**config.mk**
```make
export PLATFORM = sky130hd
export DESIGN_NAME = modmul_arbiter
export DESIGN_NICKNAME = d
export VERILOG_FILES = /design/src/rtl/modmath_pkg.sv /design/src/rtl/rr_pick.sv /design/src/rtl/modmul_arbiter.sv
export SDC_FILE = /design/constraint.sdc
export NUM_CORES = 1
export LEC_CHECK = 0
export ABC_AREA = 1
export BUFFER_PORTS_ARGS = -buffer_cell sky130_fd_sc_hd__buf_2
export CAP_MARGIN = 20
export CORE_AREA = 2 2 157 159
export DETAILED_ROUTE_END_ITERATION = 8
export DIE_AREA = 0 0 159 161
export PLACE_DENSITY = 0.54
export REMOVE_ABC_BUFFERS = 1
export SLEW_MARGIN = 20
export SYNTH_ARGS = -nofsm -noshare
export SYNTH_HDL_FRONTEND = slang
export SYNTH_HIERARCHICAL = 1
export SYNTH_SLANG_ARGS = --single-unit
export TNS_END_PERCENT = 100
```
**constraint.sdc**
```tcl
create_clock -name clk -period 7.86 [get_ports clk]
set_clock_uncertainty 0.05 [all_clocks]
set_input_delay 0 -clock clk [delete_from_list [all_inputs] [get_ports clk]]
set_output_delay 0 -clock clk [all_outputs]
set_load 0.005 [all_outputs]
```
**src/rtl/modmath_pkg.sv**
```systemverilog
// Shared definitions for the field-math arbiter: default field parameters,
// arbiter state encoding and the requester index width helper.
package modmath_pkg;

    localparam int P_DEFAULT     = 37;
    localparam int WIDTH_DEFAULT = 32;

    typedef enum logic [1:0] {
        IDLE  = 2'd0,
        BUSY  = 2'd1,
        CLEAR = 2'd2
    } arb_state_t;

    // Width of a requester index; never below one bit so a port always exists.
    function automatic int idx_width(input int n);
        return (n > 1) ? $clog2(n) : 1;
    endfunction

endpackage

```
**src/rtl/rr_pick.sv**
```systemverilog
// Combinational round-robin picker: first set request at or after the
// pointer, wrapping around, returned as one-hot grant plus index.
module rr_pick #(
    parameter int NREQ = 4,
    parameter int IW   = 2
) (
    input  logic [NREQ-1:0] req_valid_i,
    input  logic [IW-1:0]   ptr_i,
    output logic [NREQ-1:0] grant_o,
    output logic [IW-1:0]   idx_o,
    output logic            any_o
);

    logic [IW-1:0] cand;

    // Scan from the pointer outward; the first hit wins and later hits are ignored.
    always_comb begin
        grant_o = '0;
        idx_o   = '0;
        any_o   = 1'b0;
        cand    = '0;
        for (int k = 0; k < NREQ; k++) begin
            cand = IW'((int'(ptr_i) + k) % NREQ);
            if (!any_o && req_valid_i[cand]) begin
                grant_o[cand] = 1'b1;
                idx_o         = cand;
                any_o         = 1'b1;
            end
        end
    end

endmodule

```
**src/rtl/modmul_arbiter.sv**
```systemverilog
// Round-robin arbiter that time-shares one sequential ModMul between NREQ
// requesters and returns each result tagged with its requester index.
//
//   state | meaning
//   IDLE  | waiting for a request; grants and latches operands in one cycle
//   BUSY  | multiplier enabled; waits for done or the timeout count
//   CLEAR | result pulse on rsp_*; multiplier held in reset for the next op
module modmul_arbiter
    import modmath_pkg::*;
#(
    parameter int p       = P_DEFAULT,
    parameter int width   = WIDTH_DEFAULT,
    parameter int NREQ    = 4,
    parameter int TIMEOUT = 64,
    localparam int IW     = idx_width(NREQ)
) (
    input  logic                  clk,
    input  logic                  reset,
    input  logic [NREQ-1:0]       req_valid,
    input  logic [NREQ*width-1:0] req_a,
    input  logic [NREQ*width-1:0] req_b,
    output logic [NREQ-1:0]       req_ready,
    output logic                  rsp_valid,
    output logic [IW-1:0]         rsp_id,
    output logic [width-1:0]      rsp_r,
    output logic                  rsp_err,
    output logic [width-1:0]      mul_a,
    output logic [width-1:0]      mul_b,
    output logic                  mul_enable,
    output logic                  mul_reset,
    input  logic [width-1:0]      mul_r,
    input  logic                  mul_done
);

    localparam int CW = $clog2(TIMEOUT + 1);

    // The modulus only matters to the shared multiplier; reject nonsense early.
    if (p < 2) begin : g_bad_modulus
        $error("modmul_arbiter: modulus p must be at least 2");
    end
    if (NREQ < 2 || NREQ > 8) begin : g_bad_nreq
        $error("modmul_arbiter: NREQ must lie in 2..8");
    end

    arb_state_t       state_q, state_d;
    logic [IW-1:0]    ptr_q, ptr_d;
    logic [IW-1:0]    id_q, id_d;
    logic [width-1:0] a_q, a_d;
    logic [width-1:0] b_q, b_d;
    logic [width-1:0] r_q, r_d;
    logic             err_q, err_d;
    logic [CW-1:0]    cnt_q, cnt_d;

    logic [NREQ-1:0]  pick_grant;
    logic [IW-1:0]    pick_idx;
    logic             pick_any;

    logic [width-1:0] a_arr [NREQ];
    logic [width-1:0] b_arr [NREQ];

    for (genvar i = 0; i < NREQ; i++) begin : g_unpack
        assign a_arr[i] = req_a[i*width +: width];
        assign b_arr[i] = req_b[i*width +: width];
    end

    rr_pick #(
        .NREQ (NREQ),
        .IW   (IW)
    ) u_pick (
        .req_valid_i (req_valid),
        .ptr_i       (ptr_q),
        .grant_o     (pick_grant),
        .idx_o       (pick_idx),
        .any_o       (pick_any)
    );

    // Next-state logic: grant in IDLE, count in BUSY, single result cycle in CLEAR.
    always_comb begin
        state_d   = state_q;
        ptr_d     = ptr_q;
        id_d      = id_q;
        a_d       = a_q;
        b_d       = b_q;
        r_d       = r_q;
        err_d     = err_q;
        cnt_d     = cnt_q;
        req_ready = '0;
        unique case (state_q)
            IDLE: begin
                cnt_d = '0;
                if (pick_any) begin
                    req_ready = pick_grant;
                    a_d       = a_arr[pick_idx];
                    b_d       = b_arr[pick_idx];
                    id_d      = pick_idx;
                    ptr_d     = (pick_idx == IW'(NREQ - 1)) ? '0 : pick_idx + 1'b1;
                    state_d   = BUSY;
                end
            end
            BUSY: begin
                cnt_d = cnt_q + 1'b1;
                // done is checked first so a result arriving on the last allowed cycle is kept
                if (mul_done) begin
                    r_d     = mul_r;
                    err_d   = 1'b0;
                    state_d = CLEAR;
                end else if (cnt_d == CW'(TIMEOUT)) begin
                    r_d     = '0;
                    err_d   = 1'b1;
                    state_d = CLEAR;
                end
            end
            CLEAR: begin
                cnt_d   = '0;
                state_d = IDLE;
            end
            default: state_d = IDLE;
        endcase
    end

    // State and datapath registers; reset abandons any in-flight operation.
    always_ff @(posedge clk or posedge reset) begin
        if (reset) begin
            state_q <= IDLE;
            ptr_q   <= '0;
            id_q    <= '0;
            a_q     <= '0;
            b_q     <= '0;
            r_q     <= '0;
            err_q   <= 1'b0;
            cnt_q   <= '0;
        end else begin
            state_q <= state_d;
            ptr_q   <= ptr_d;
            id_q    <= id_d;
            a_q     <= a_d;
            b_q     <= b_d;
            r_q     <= r_d;
            err_q   <= err_d;
            cnt_q   <= cnt_d;
        end
    end

    assign rsp_valid  = (state_q == CLEAR);
    assign rsp_id     = id_q;
    assign rsp_r      = r_q;
    assign rsp_err    = err_q;
    assign mul_a      = a_q;
    assign mul_b      = b_q;
    assign mul_enable = (state_q == BUSY);
    // The multiplier is cleared by the system reset and after every operation.
    assign mul_reset  = reset | (state_q == CLEAR);

endmodule

```
# == Word-level counts from Yosys, hierarchy flattened ==
# Index checks and enable logic that the tools add are counted.
# classes
addsub,5
magnitude_cmp,9
eq_ne,6
n_mux,46
bitwise_logic,5
reduce_logical,17
# op_table
cell,n
$mux W32,6
$bmux W32 S2,2
$mux W4,6
$mux W2,8
$mux W1,14
$pmux W7 S2,1
$lt A2 B3 Y1 const B,4
$or A4 B4 Y4,3
$bmux W1 S2,4
$demux W1 S2,4
$ge A2 B1 Y1 const B,4
$add A7 B1 Y7 const B,1
$eq A7 B7 Y1 const B,1
$logic_and A1 B1 Y1,7
$reduce_and A2 Y1,3
$add A2 B1 Y2 const B,2
$add A2 B2 Y2 const B,2
$eq A2 B2 Y1 const B,2
$pmux W2 S2,1
$reduce_bool A2 Y1,2
$ge A3 B3 Y1 const B,1
$logic_not A1 Y1,3
$ne A3 B1 Y1 const B,1
$not A2 Y3,1
5 further kinds,5
# totals
reg_bits,110
input_bits,295
output_inout_bits,106
wordCells,96

# == Longest topological paths before layout ==
# Gate-level depths: netlist of the first run.
# logic_depth
ltp_word,16
mapped_depth,17
depth_no_buf,13

# == Modules after synthesis ==
# The synthesis of the first run kept the hierarchy.
# by_module_without_submodules
mod,n_inst,cells_per_inst,area_per_inst_um2,seq_area_each_um2
modmul_arbiter,1,870,6093.3,2752.6
rr_pick,1,74,440.4,0.0

# == Least setup slack after synthesis of the first run ==
# Ideal clock, no wire load.
# synth_path
path_kind,input port to output port
startpoint,input reset
endpoint,output mul_reset
arrival_time_ps,2729
required_ps,7810
setup_slack_ps,5081
stages,2
path_buffers,0
path_cell_list,inv_1 o21ai_0
# synth_via
elab_chain_len,1
# synth_rtl
element,line,source
start: declaration,modmul_arbiter.sv:18,"input logic reset,"
$or A1 B1 Y1,modmul_arbiter.sv:152,assign mul_reset = reset | (state_q == CLEAR);
end: declaration,modmul_arbiter.sv:30,"output logic mul_reset,"
# No other way between the ends.

# == Worst setup path after layout of the first run ==
# layout_path
startpoint,register ptr_q[0]
endpoint,register a_q[12] (netlist: mul_a[12])
# layout_via
elab_chain_len,16
word_cells_on_any_way,30
cone_classes,add/sub: 3; mux: 19; bitwise: 1; reduce/logical: 7
# layout_rtl
element,line,source
start: declaration,modmul_arbiter.sv:46,"logic [IW-1:0] ptr_q, ptr_d;"
start signal: assignment,modmul_arbiter.sv:134,ptr_q <= ptr_d;
branches (longest 11 deep; another with $add A2 B1 Y2),n/a,
$mux W2 (*),rr_pick.sv:24,if (!any_o && req_valid_i[cand]) begin
net pick_idx[0],modmul_arbiter.sv:55,logic [IW-1:0] pick_idx;
$not A2 Y3 (implied by the code) (*),modmul_arbiter.sv:93,a_d = a_arr[pick_idx];
$bmux W32 S2 (*),modmul_arbiter.sv:93,
$mux W32 (implied by the code) (*) (2 in series),modmul_arbiter.sv:93,
end signal: assignment,modmul_arbiter.sv:127,a_q <= '0;
end signal: assignment,modmul_arbiter.sv:136,a_q <= a_d;
end: declaration,modmul_arbiter.sv:48,"logic [width-1:0] a_q, a_d;"
# Mark *: on every way through the listed nets, which the timed path passes. The select of a mux whose other input is x is not followed.
# A chain may end at the register's enable or synchronous reset.

==> run metrics, run 1 <==
Crit path largest cell delay=0.77 ns; Avg WL per Cell=15.1 µm; Initial DRT Pass Iterations=5; Final HPWL DP=18.3 mm; crit start category=flip-flop; final hold vios=0; max_cap viols=0; Max VDD drop=0.000385 V; Clk pin slew, worst setup/hold paths=0.08 ns; Leak=5.37 nW; most common cell in the synthesized netlist=nor2_1; Initial Utilization=0.273; syn avg cell area=6.92 µm²; synthesis warning total=6; critical-path cell list=inv_2 > ha_1 > inv_1 > nand3_1 > nand2_1 > nor2_1 > a21oi_1 > nand3_4 > clkinv_2 > buf_4 > o21ai_0 > dlygate4sd3_1 > a31oi_1 > dlygate4sd3_1; max_slew headroom=0.348; M1 WL=11.2 mm; FF/Latch Area=2750 µm²; post_cts resized=0; initial antenna violation count=5; aggregate global routing overflow=0; clock sinks=110; sequential share of the synthesized area=0.421; max layer used=met5; Worst R2R Setup Slack=2.98 ns; area taken by multi-input logic gates=3380 µm²; crit path time final=4.88 ns; Worst EP required=8.10 ns; post-synth top area share=0.421; status=complete, no violations; Worst setup EP type=flip-flop; Boundary Pins=401; #FFs+latches synth=110; CTS Buf Count=9; DIE AREA=25600 µm²; Min-Delay Endpoint=mul_a[16]$_DFFE_PP0P_; synthesized instance count=944; arrival time at the worst endpoint=5.13 ns; dominant cells by area after synthesis=dfrtp_1 (42%), nor2_1 (14%), nand2_1 (11%); global-route wire length before repair=43.1 mm; Syn Std Cell Area=6530 µm²; critical path class=flip-flop to flip-flop; Area Growth Syn to Fin=62.7%; layout cells sized above 1=0.306; drc violations=0; antenna viol nets, final=0; Initial DRC Count=375; filler instances=2532; fin area=10600 µm²; Synth cell types=27; Post-CTS Hold Buffers=161; WP buf/inv=6; Post-synth top flop=dfrtp_1; Power per Cell Area=518 nW/µm²; worst min-delay path class=input pin to flip-flop; via/cell ratio=4.66; worst r2r path cells=14; Largest delay share family, worst path=buffers and inverters; Slew Limit Fails=0; unrepaired setup endpoints after global routing=no; routability-driven placement congestion ratio=0.833; GRT Total Usage=0.208; count of final setup violators=0; Die H=161 µm; CTS tree=done; clk root buf=clkbuf_16; Worst Hold Launch=req_a[16]; Synth top cells by count=nor2_1 (236), nand2_1 (199), o21ai_0 (136), dfrtp_1 (110), nand3_1 (56); largest net degree at the start of global routing=110; Max Clock Freq=0.205 GHz; Crit-path slowest cell=buf_4; Async SR Flop Fraction=1.00; RR Startpoint=ptr_q[0]$_DFFE_PP0P_; cell repeated most along the worst path=dlygate4sd3_1; vias in the first global route=8523; Routed Wire Length=26.9 mm; CTS H-Tree Depth=3; number of synthesized flops with an enable pin=0; clk_lat worst skew=0.35 ns; metal3 WL=1.70 mm; slew at the pin closest to its max-slew limit=0.977 ns; Final nets=1756; R2R Path End=mul_a[12]$_DFFE_PP0P_; # rows=57; postcts setup bufs=0; Final Cycle Share=0.621; worst hold path stage count=5; largest area contributor in the netlist=dfrtp_1; DR WL met2=13.5 mm; maximum net fanout on the critical path=104; IO buf count=400; Die X=159 µm; Cell Area, Placed=8690 µm²; Core Box Area=24000 µm²; setup TNS=0 ns; Max Buffers Root-to-Sink=2; Vias=8323
layout make-up:
class,instances,area share
Timing Repair Buffer,569,0.347
Multi-Input combinational cell,738,0.318
Clock inverter,7,0.00659
Sequential cell,110,0.259
Tap cell,324,0.0381
Inverter,26,0.00965
Antenna cell,2,0.000471
Clock buffer,9,0.0212
how the worst max path moves through the flow:
stage	start	end	cells past startpoint
finish	ptr_q[0]$_DFFE_PP0P_	mul_a[12]$_DFFE_PP0P_	14
global route	ptr_q[0]$_DFFE_PP0P_	mul_b[17]$_DFFE_PP0P_	14
detailed placement	ptr_q[0]$_DFFE_PP0P_	mul_a[10]$_DFFE_PP0P_	12
global placement	ptr_q[0]$_DFFE_PP0P_	mul_b[22]$_DFFE_PP0P_	12
floorplan	ptr_q[0]$_DFFE_PP0P_	mul_a[0]$_DFFE_PP0P_	13
CTS	ptr_q[0]$_DFFE_PP0P_	mul_a[24]$_DFFE_PP0P_	15
stage by stage:
stage / hold slack (ns) / utilization / instances / worst slack (ns) / total power, mW
detailed placement: 0.0301 / 0.363 / 1605 / 3.73 / 4.33
global placement: 0.0283 / 0.363 / 1605 / 3.84 / 4.29
floorplan: 0.0945 / - / 874 / 1.91 / 3.16
finish: 0.00683 / 0.444 / 1785 / 2.98 / 5.51
CTS: 0.00107 / 0.442 / 1782 / 3.04 / 5.53
global route: 0.0306 / 0.444 / 1784 / 2.56 / 6.12
placed cells by master, fill, tap and decap left out, drive strengths merged:
cell type    Yosys  layout
a31oi           32      32
clkbuf          37       9
nor2           238     238
o22ai           32      32
clkinv           0       6
buf             33     408
nand2          210     210
clkinvlp         0       1
dfrtp          110     110
diode            0       2
a21oi            8       8
o21ai          138     138
a21boi           4       4
o31ai            2       2
nand4            8       8
o21bai           1       1
ha               7       7
nand3           58      58
dlygate4sd3      0     161
inv             26      26
power by group:
part / total, mW / switching [mW] / leakage, nW / internal (mW)
Sequential: 1.02 / 0.162 / 1.33 / 0.856
Combinational: 4.03 / 2.28 / 3.90 / 1.75
Clock: 0.464 / 0.240 / 0.141 / 0.224
Total: 5.51 / 2.68 / 5.37 / 2.83
cells by family (layout without fill, tap and decap cells):
| family | Yosys count | count (layout) | synth area share |
|---|---|---|---|
| AOI/OAI and AO/OA | 217 | 217 | 0.181 |
| adders and majority gates | 7 | 7 | 0.0134 |
| DFF | 110 | 110 | 0.421 |
| other | 0 | 2 | 0 |
| buffers and inverters | 96 | 611 | 0.0647 |
| and+or+nand+nor | 514 | 514 | 0.319 |
worst register-to-register path: cells and delay by family (launching register included):
family	cells	cell delay [ns]
buffers and inverters	6	2.65
AO/OA/AOI/OAI	3	0.69
AND/OR/NAND/NOR	4	0.56
flip-flops	1	0.50
adder cells (fa/ha/maj)	1	0.38
state kept, by name, summed over array words and instances (netlist names):
name / cells
ptr_q: 2
rsp_err: 1
mul_a: 32
rsp_id: 2
cnt_q: 7
state_q: 2
mul_b: 32
rsp_r: 32
layer usage:
| layer | GRT usage | up-vias |
|---|---|---|
| met4 | 0.0603 | 4 |
| met5 | 0 | - |
| li1 | - | 4146 |
| met2 | 0.385 | 288 |
| met3 | 0.0460 | 31 |
| met1 | 0.241 | 3854 |
(Power assumes the default switching activity.)
==> run 2: changes to the inputs <==
Settings changed: CORE_AREA 2 2 157 159 to 2 2 156 158, DIE_AREA 0 0 159 161 to 0 0 158 160, PLACE_DENSITY 0.54 to 0.57.
Clock period 7.86 ns to 4.4 ns, I/O delays scaled along.
==> run 2 against run 1 <==
- die area shrank 1.2%
- sequential share of layout area decreased by 0.32 points
- register-to-register slack worse by 2.7 ns
- design area rose by 1.2%
- cell count grew 0.62%
- via count grew 2.3%
- power increased by 85%
- clock power up 70%
- critical endpoint is now mul_a[1]$_DFFE_PP0P_
- largest cell class unchanged
- highest routed layer unchanged
==> run metrics, run 2 (synthesis gave the netlist of run 1 again) <==
status=complete, no violations; critical path class=flip-flop to flip-flop; worst min-delay path class=input pin to flip-flop; Final HPWL DP=17.7 mm; arrival time at the worst endpoint=4.38 ns; Place WS=1.07 ns; Final nets=1768; final core occ=0.452; Max VDD drop=0.000802 V; GRT Total Usage=0.204; Final Cycle Share=0.939; CP Launch Point=ptr_q[0]$_DFFE_PP0P_; end of the critical path=mul_a[1]$_DFFE_PP0P_; CTS H-Tree Depth=3; Area Growth Syn to Fin=64.7%; Power per Cell Area=945 nW/µm²; met2 Use GR=0.360; Die X=158 µm; largest net degree at the start of global routing=131; drc violations=0; Max Clock Freq=0.242 GHz; Post-Layout Cell Count=1796; clk root buf=clkbuf_16; Avg WL per Cell=15.3 µm; Initial Utilization=0.274; clock sinks=110; filler instances=2459; global-route wire length before repair=41.1 mm; initial antenna violation count=3; Design Power=10.2 mW; Initial DRT Pass Iterations=5; placed insts=1607; Boundary Pins=401; Die H=160 µm; worst r2r path cells=14; met3 usage=0.0578; Initial DRC Count=518; max_slew headroom=0.499; crit path time final=4.13 ns; PnR worst setup slack=0.266 ns; grt met1 use=0.232; DIE AREA=25300 µm²; RR Startpoint=ptr_q[0]$_DFFE_PP0P_; Crit path largest cell delay=0.58 ns; crit start category=flip-flop; clk_lat worst skew=0.35 ns; Leak=5.44 nW; count of final setup violators=0; maximum net fanout on the critical path=121; slew at the pin closest to its max-slew limit=0.752 ns; most frequent cells in the layout=buf_2 (400), nor2_1 (236), nand2_1 (199); # rows=57; Slew Limit Fails=0; Worst setup EP type=flip-flop; IO buf count=400; R2R Path End=mul_a[1]$_DFFE_PP0P_; Max Buffers Root-to-Sink=2; Crit-path slowest cell=dlygate4sd3_1; routability-driven placement congestion ratio=0.829; Clk pin slew, worst setup/hold paths=0.08 ns; Vias=8512; Routed Wire Length=27.5 mm; Worst R2R Setup Slack=0.27 ns; CTS Buf Count=9; final hold vios=0; Core Box Area=23800 µm²; commonest non-fill, non-tap cell in the layout=buf_2; max_cap viols=0; setup TNS=0 ns; via/cell ratio=4.74; Cell Area, Placed=8730 µm²; busiest layer in global routing=met2; vias in the first global route=8344; Worst EP required=4.65 ns; WHS=0.0112 ns; antenna viol nets, final=0; layout cells sized above 1=0.304; fin area=10800 µm²; critical-path cell list=inv_2 > ha_1 > inv_1 > nand3_1 > nand2_1 > nor2_1 > a21oi_1 > nand3_4 > inv_8 > buf_4 > o21ai_0 > dlygate4sd3_1 > a31oi_1 > dlygate4sd3_1; unrepaired setup endpoints after global routing=no; aggregate global routing overflow=0; cell repeated most along the worst path=dlygate4sd3_1; CTS tree=done
-- run 2: cell count changes in the layout (fill, tap and decap cells not counted), sizes merged --
cell | before | now
diode | 2 | 1
clkinv | 6 | 5
buf | 408 | 409
clkinvlp | 1 | 0
inv | 26 | 27
dlygate4sd3 | 161 | 171
clkbuf | 9 | 11
-- run 2: per-layer routing --
layer	vias to the layer above	share of wire
met1	3933	0.40
li1	4160	-
met2	363	0.49
met3	52	0.085
met4	4	0.029
met5	-	0.00087
-- run 2: power by group --
part / leakage (nW) / switching, mW / internal [mW]
registers: 1.33 / 0.277 / 1.53
clock network: 0.137 / 0.401 / 0.390
logic: 3.97 / 4.22 / 3.35
-- run 2: area by class of cell --
| type | instances | area (µm²) | share of cell area |
|---|---|---|---|
| Antenna cell | 1 | 2.50 | 0.000233 |
| Clock buffer | 10 | 229 | 0.0213 |
| Timing Repair Buffer | 581 | 3840 | 0.357 |
| Inverter | 26 | 109 | 0.0101 |
| Tap cell | 324 | 405 | 0.0377 |
| Multi-Input combinational cell | 738 | 3380 | 0.314 |
| Sequential cell | 110 | 2750 | 0.256 |
| Clock inverter | 6 | 45.0 | 0.00419 |
-- run 2: timing repair --
item                                   4_1_cts  5_1_grt
setup endpoints to repair                    0       16
gates resized for setup                      0        4
buffers inserted                             0        0
endpoints found under the hold margin      148        0
hold buffers                               171        0
-- run 2: worst min-delay path by stage --
stage	from	endpoint	depth (start not counted)
2_1_floorplan	mul_done	rsp_r[0]$_DFFE_PP0P_	2
3_3_place_gp	reset	rsp_r[19]$_DFFE_PP0P_	2
4_1_cts	req_b[43]	mul_b[11]$_DFFE_PP0P_	5
5_1_grt	req_a[28]	mul_a[28]$_DFFE_PP0P_	5
3_5_place_dp	reset	rsp_r[12]$_DFFE_PP0P_	2
6_report	req_a[113]	mul_a[17]$_DFFE_PP0P_	5
-- run 2: critical path: cells and delay by family, from the launching register on --
kind / cells / cell delay [ns]
flops: 1 / 0.50
compound gates: 3 / 0.47
simple gates: 4 / 0.45
fa+ha+maj: 1 / 0.39
buf+inv: 6 / 2.12
